### config.mk
export PLATFORM = sky130hd
export DESIGN_NAME = shifter_seq
export DESIGN_NICKNAME = d
export VERILOG_FILES = /design/src/rtl/shifter_pkg.sv /design/src/rtl/shift_step.sv /design/src/rtl/shifter_seq.sv
export SDC_FILE = /design/constraint.sdc
export NUM_CORES = 1
export LEC_CHECK = 0
export CELL_PAD_IN_SITES_DETAIL_PLACEMENT = 1
export CELL_PAD_IN_SITES_GLOBAL_PLACEMENT = 2
export CORE_ASPECT_RATIO = 0.9
export CORE_UTILIZATION = 31
export DETAILED_ROUTE_END_ITERATION = 8
export GPL_ROUTABILITY_DRIVEN = 0
export PLACE_DENSITY = 0.74
export SLEW_MARGIN = 10
export SYNTH_ARGS = -nofsm -noshare
export SYNTH_HDL_FRONTEND = slang
export SYNTH_HIERARCHICAL = 1
export SYNTH_SLANG_ARGS = --single-unit
### constraint.sdc
create_clock -name clk -period 2.37 [get_ports clk]
set_clock_uncertainty 0.05 [all_clocks]
set_input_delay 0.237 -clock clk [delete_from_list [all_inputs] [get_ports clk]]
set_output_delay 0.237 -clock clk [all_outputs]
set_load 0.03 [all_outputs]
### src/rtl/shifter_pkg.sv
// shifter_pkg: mode and state encodings shared by the sequential shifter
package shifter_pkg;
  localparam logic [1:0] MODE_LSL = 2'b00;
  localparam logic [1:0] MODE_LSR = 2'b01;
  localparam logic [1:0] MODE_ASR = 2'b10;
  localparam logic [1:0] MODE_ROL = 2'b11;
  localparam logic [1:0] ST_IDLE  = 2'd0;
  localparam logic [1:0] ST_SHIFT = 2'd1;
  localparam logic [1:0] ST_DONE  = 2'd2;
endpackage

### src/rtl/shift_step.sv
// shift_step: single-bit shift/rotate of value in the selected mode
module shift_step
  import shifter_pkg::*;
#(
  parameter int WIDTH = 16
) (
  input  logic [WIDTH-1:0] value,
  input  logic [1:0]       mode,
  output logic [WIDTH-1:0] next,
  output logic             out_bit
);
  always_comb begin
    out_bit = (mode == MODE_LSL || mode == MODE_ROL) ? value[WIDTH-1] : value[0];
    next = (mode == MODE_LSL) ? {value[WIDTH-2:0], 1'b0} :
           (mode == MODE_LSR) ? {1'b0, value[WIDTH-1:1]} :
           (mode == MODE_ASR) ? {value[WIDTH-1], value[WIDTH-1:1]} :
                                {value[WIDTH-2:0], value[WIDTH-1]};
  end
endmodule

### src/rtl/shifter_seq.sv
// shifter_seq: multi-cycle shifter, one bit per clock under start/busy/done handshake
module shifter_seq
  import shifter_pkg::*;
#(
  parameter int WIDTH = 16,
  parameter int AMT_W = 4
) (
  input  logic             clk,
  input  logic             rst,
  input  logic             start,
  input  logic [WIDTH-1:0] from_Y,
  input  logic [1:0]       mode,
  input  logic [AMT_W-1:0] shift_amount,
  output logic [WIDTH-1:0] Y_shifted,
  output logic             carry_out,
  output logic             zero,
  output logic             busy,
  output logic             done
);
  logic [1:0]       state;
  logic [WIDTH-1:0] work;
  logic [WIDTH-1:0] nxt;
  logic [1:0]       mode_q;
  logic [AMT_W-1:0] cnt;
  logic             ob;
  shift_step #(.WIDTH(WIDTH)) u_step (.value(work), .mode(mode_q), .next(nxt), .out_bit(ob));
  assign busy = state != ST_IDLE;
  assign done = state == ST_DONE;
  always_ff @(posedge clk) begin
    if (rst) begin
      state     <= ST_IDLE;
      work      <= '0;
      mode_q    <= MODE_LSL;
      cnt       <= '0;
      Y_shifted <= '0;
      carry_out <= 1'b0;
      zero      <= 1'b0;
    end else if (state == ST_IDLE) begin
      if (start) begin
        work   <= from_Y;
        mode_q <= mode;
        cnt    <= shift_amount;
        if (shift_amount == '0) begin
          state     <= ST_DONE;
          Y_shifted <= from_Y;
          carry_out <= 1'b0;
          zero      <= from_Y == '0;
        end else begin
          state <= ST_SHIFT;
        end
      end
    end else if (state == ST_SHIFT) begin
      work <= nxt;
      cnt  <= cnt - AMT_W'(1);
      if (cnt == AMT_W'(1)) begin
        state     <= ST_DONE;
        Y_shifted <= nxt;
        carry_out <= ob;
        zero      <= nxt == '0;
      end
    end else begin
      state <= ST_IDLE;
    end
  end
endmodule
## Yosys cells after proc, flatten, opt, wreduce, memory -nomap -nowiden

Cells that the tools add are included.

| operators by class | value |
|---|---|
| $add $sub $neg | 1 |
| eq/ne operators | 9 |
| multiplexer cells | 30 |
| reductions and logical operators | 13 |

Operators by type and width:

| cell | number |
|---|---|
| two-way mux 16 bit | 11 |
| logical NOT 16 bit | 2 |
| two-way mux 4 bit | 3 |
| two-way mux 1 bit | 11 |
| two-way mux 2 bit | 5 |
| equality test 2 bit, second input constant | 3 |
| AND reduction 2 bit | 3 |
| nonzero test 2 bit | 3 |
| equality test 2 x 1 -> 1 bit, second input constant | 2 |
| equality test 4 x 1 -> 1 bit, second input constant | 1 |
| logical NOT 2 bit | 2 |
| logical NOT 4 bit | 1 |
| AND reduction 4 bit | 1 |
| subtractor 4 x 1 -> 4 bit, second input constant | 1 |
| != test 3 x 2 -> 1 bit, second input constant | 1 |
| != test 2 x 1 -> 1 bit, second input constant | 1 |
| != test 2 bit, second input constant | 1 |
| logical OR 1 bit | 1 |

| storage, ports and cells | value |
|---|---|
| bits in registers | 42 |
| bits of input ports | 25 |

## Longest topological paths before layout

| logic depth | value |
|---|---|
| word-level depth | 8 |
| depth in mapped cells | 9 |
| gate-level depth less buffers | 8 |

## By module

Netlist, hierarchy kept.

By module, submodules not included:

| module | times used | cells an instance | area each (µm²) |
|---|---|---|---|
| shifter_seq | 1 | 205 | 1913.1 |
| shift_step | 1 | 31 | 345.3 |

## Worst setup path before layout

No wires, ideal clock.

| timing | value |
|---|---|
| kind | register -> register |
| start | reg mode_q[1] |
| end | reg zero |
| library setup time | 0.091 ns |
| arrival time | 2.022 ns |
| data required time | 2.229 ns |
| slack | 0.207 ns |
| cell stages (with the launch flop) | 10 |
| path buffers | 1 |
| period minus slack after synthesis | 2.163 ns |
| path through | dfxtp_1 > inv_1 > ha_1 > o21bai_4 > buf_6 > mux2_4 > nor4_1 > and3_1 > nand3_1 > a311oi_1 |

| on the way | value |
|---|---|
| longest elaborated chain between the ends | 8 |

RTL lines:

| what | RTL line | RTL |
|---|---|---|
| start: declaration | shifter_seq.sv:23 | `logic [1:0] mode_q;` |
| start signal: assignment | shifter_seq.sv:41 | `mode_q <= mode;` |
| equality test 2 bit | shift_step.sv:16 | `(mode == MODE_ASR) ? {value[WIDTH-1], value[WIDTH-1:1]} :` |
| two-way mux 16 bit | shift_step.sv:16 |  |
| two-way mux 16 bit | shift_step.sv:15 | `(mode == MODE_LSR) ? {1'b0, value[WIDTH-1:1]} :` |
| two-way mux 16 bit * | shift_step.sv:14 | `next = (mode == MODE_LSL) ? {value[WIDTH-2:0], 1'b0} :` |
| net nxt[13] | shifter_seq.sv:22 | `logic [WIDTH-1:0] nxt;` |
| logical NOT 16 bit * | shifter_seq.sv:59 | `zero <= nxt == '0;` |
| two-way mux 1 bit * | shifter_seq.sv:55 | `if (cnt == AMT_W'(1)) begin` |
| two-way mux 1 bit * | shifter_seq.sv:52 | `end else if (state == ST_SHIFT) begin` |
| two-way mux 1 bit * | shifter_seq.sv:38 | `end else if (state == ST_IDLE) begin` |
| end signal: assignment | shifter_seq.sv:37 | `zero <= 1'b0;` |
| end signal: assignment | shifter_seq.sv:47 | `zero <= from_Y == '0;` |
| end signal: assignment | shifter_seq.sv:59 |  |
| end: declaration | shifter_seq.sv:16 | `output logic zero,` |

Mark *: on every way through the listed nets, which the timed path passes. The rest lies on a longest branch. The select of a mux whose other input is x is not followed.
A chain may end at the register's enable or synchronous reset.

## Worst setup path in the final report

| timing | value |
|---|---|
| start | reg mode_q[0] |
| end | reg zero |

The elaborated chain is that of the path after synthesis.

==> impl_metrics.py <==
metrics = {
    "hold_path": {
        "min_path_cells": 3,
        "hold_path_class": "primary input to register",
    },
    "global_route": {
        "grt_pass1_vias": 1937,
        "grt_pass1_wl_microns": 10100,
        "grt_use_met2_pct": 23.5,
        "grt-ovfl-total": 0,
        "grt_util_met3_pct": 3.57,
        "busiest_layer": "met1",
        "antenna_found_initial": 0,
        "track_usage_pct": 16.9,
        "use_met1_pct": 25.6,
        "grt_max_degree": 43,
    },
    "clock_tree": {
        "cts_tree": "yes",
        "cts_hold_buf": 0,
        "clk_pin_slew_ps": 80,
        "cts_buffer_depth": 2,
        "cts-root-buf": "clkbuf_8",
        "numCtsBuffers": 5,
        "clk_latency_ps": 300,
        "cts_sinks": 42,
        "htreeDepth": 2,
    },
    "sta": {
        "setup_violations": 0,
        "finalCriticalPeriod_ps": 2200,
        "fmax_ghz": 0.454,
        "max_slew_margin_pct": 59.3,
        "report.final.slew_viol_count": 0,
        "worst_pin_slew_ps": 603,
        "final.period_utilization_pct": 92.9,
        "finalHoldViolCount": 0,
        "holdWs_ps": 439,
        "layout_setup_ws_ps": 169,
    },
    "route": {
        "vias": 1917,
        "wl_per_cell_microns": 16.6,
        "route.final.wire_length_microns": 6230,
        "drc": 0,
        "ant_nets": 0,
        "first_pass_iters": 4,
        "vias_per_cell": 5.10,
        "drt_iter0_markers": 43,
    },
    "critical_path": {
        "worstPathRequired_ps": 2530,
        "critical_path_arrival_ps": 2370,
        "cp-end-kind": "register",
        "crit_slowest_cell": "dfxtp_4",
        "worstPathCellList": "inv_2 > ha_4 > o21bai_4 > buf_12 > mux2_4 > nor4_1 > and3_1 > nand3_1 > a311oi_1",
        "r2r.worst_path.cells": 9,
        "slowest_delay_ps": 380,
        "start_kind": "register",
        "crit_path_max_fanout": 6,
        "critPathKind": "register to register",
    },
    "logic_synthesis": {
        "yosys.area.top_type": "dfxtp_1",
        "ys_types": 41,
        "seq_area_frac_synth_pct": 37.2,
        "synth_nets": 267,
        "ys.warnings.count": 6,
        "avgSynthCellArea_sq_um": 9.57,
        "synthTopCellsByArea": "dfxtp_1 37%, a211oi_1 12%, mux2i_1 7.1%, mux2_4 6.6%, a21oi_1 4.9%",
        "syn_inst": 236,
        "syn_area_sq_mm": 0.00226,
        "synth_top_area_share_pct": 37.2,
        "ys_seq_elements": 42,
    },
    "power": {
        "power_mw": 2.03,
        "irDropWorstVdd_uv": 256,
        "power_density_mw_per_mm2": 672,
        "power_leakage_nw": 1.16,
    },
    "die": {
        "row_count": 29,
        "die_w_microns": 92.0,
        "initial_core_util_pct": 32.1,
        "pin_count": 45,
        "die_area_sq_mm": 0.00763,
        "core_sq_mm": 0.00704,
        "die_h_microns": 83.0,
    },
    "layout": {
        "drive_above_1_share_pct": 19.8,
        "area_growth_pct": 33.8,
        "antenna_cells": 0,
        "nNetsFinal": 313,
    },
    "job": {
        "drv_cap": 0,
    },
    "place": {
        "dp_hpwl_microns": 4520,
        "io_buffers": 44,
        "pre_cts_slack_ps": 50.2,
    },
    "status": {
        "status": "finished clean",
    },
}
[critical path: cells and delay by family, from the launching register on]
| kind | cells | cell delay (ps) |
|---|---|---|
| mux | 1 | 300 |
| buf+inv | 2 | 220 |
| compound gates | 2 | 440 |
| simple gates | 3 | 540 |
| fa+ha+maj | 1 | 180 |
| flops | 1 | 380 |
[synth_stat cells (all sizes together)]
library cell  count
dfxtp            42
a211oi           35
a21oi            22
nor2             22
mux2i            17
mux2             15
buf              12
nor4              9
clkbuf            7
inv               7
nand2             7
ha                6
nand3             5
nor3              4
o21ai             4
or3b              3
a31oi             2
and2              2
and3              2
o21bai            2
a2111oi           1
a21boi            1
a221oi            1
a311oi            1
nand2b            1
nand3b            1
nor2b             1
nor3b             1
o21ba             1
o311ai            1
or4               1
[report_power, final]
| part | leakage (nW) | internal, mW | switching [mW] |
|---|---|---|---|
| sequential | 0.346 | 0.775 | 0.0648 |
| combinational | 0.759 | 0.301 | 0.324 |
| clock | 0.0579 | 0.310 | 0.256 |
| total | 1.16 | 1.39 | 0.645 |
[final timing paths]
| path | from | to | slack (ps) |
|---|---|---|---|
| max | mode_q[0]$_SDFFE_PP0P_ | zero$_SDFFE_PP0P_ | 170 |
| min | mode[0] | mode_q[0]$_SDFFE_PP0P_ | 440 |
| max reg2reg | mode_q[0]$_SDFFE_PP0P_ | zero$_SDFFE_PP0P_ | 170 |
| min reg2reg | cnt[3]$_SDFFE_PP0P_ | cnt[3]$_SDFFE_PP0P_ | 440 |
[metrics by stage]
stage	instance area [sq um]	utilization, %	setup TNS [ps]	cells
3_3_place_gp	2810	40.0	0	366
4_1_cts	2920	41.5	0	374
6_report	3020	42.9	0	376
3_5_place_dp	2810	40.0	0	366
5_1_grt	3020	42.9	-5.09	376
2_1_floorplan	2260	-	0	236
[layer usage]
metal	part of all wire, %	routed length, microns	vias up
li1	-	-	969
met3	2.8	177	8
met4	1.2	75	0
met5	0	0	-
met1	55	3410	911
met2	41	2560	29
[registers in the layout (all words and copies together), names as in the netlist]
register / flops
zero: 1
mode_q: 2
Y_shifted: 16
cnt: 4
work: 16
carry_out: 1
state: 2
[area by class of cell]
cell class,instances,area [sq um]
timing repair buffer,58,601
inverter,7,26.3
sequential,42,848
clock buffer,5,68.8
tap,93,116
clock inverter,3,40.0
fill,807,4020
multi-input combinational,168,1320
[what timing repair did]
item                                    4_1_cts  5_1_grt
endpoints found under the setup margin        0        1
setup buffers                                 0        1
gates resized for setup                       0       16
[placed cells by master (no fill, tap or decap), drive strengths merged, types with 9 or more instances in the layout]
master,count
mux2,15
dfxtp,42
nor4,9
nor2,22
clkdlybuf4s50,44
a21oi,22
mux2i,17
a211oi,35
buf,13
[cell families (layout without fill, tap and decap cells)]
group	after synthesis	in the layout	synth area share, %
AO/OA/AOI/OAI	71	71	21.4
multiplexers	32	32	17.2
buffers and inverters	26	73	7.37
AND/OR/NAND/NOR	59	59	13.4
flip-flops	42	42	37.2
adder cells (fa/ha/maj)	6	6	3.32
Note: power is estimated with default switching activity, not from simulation.
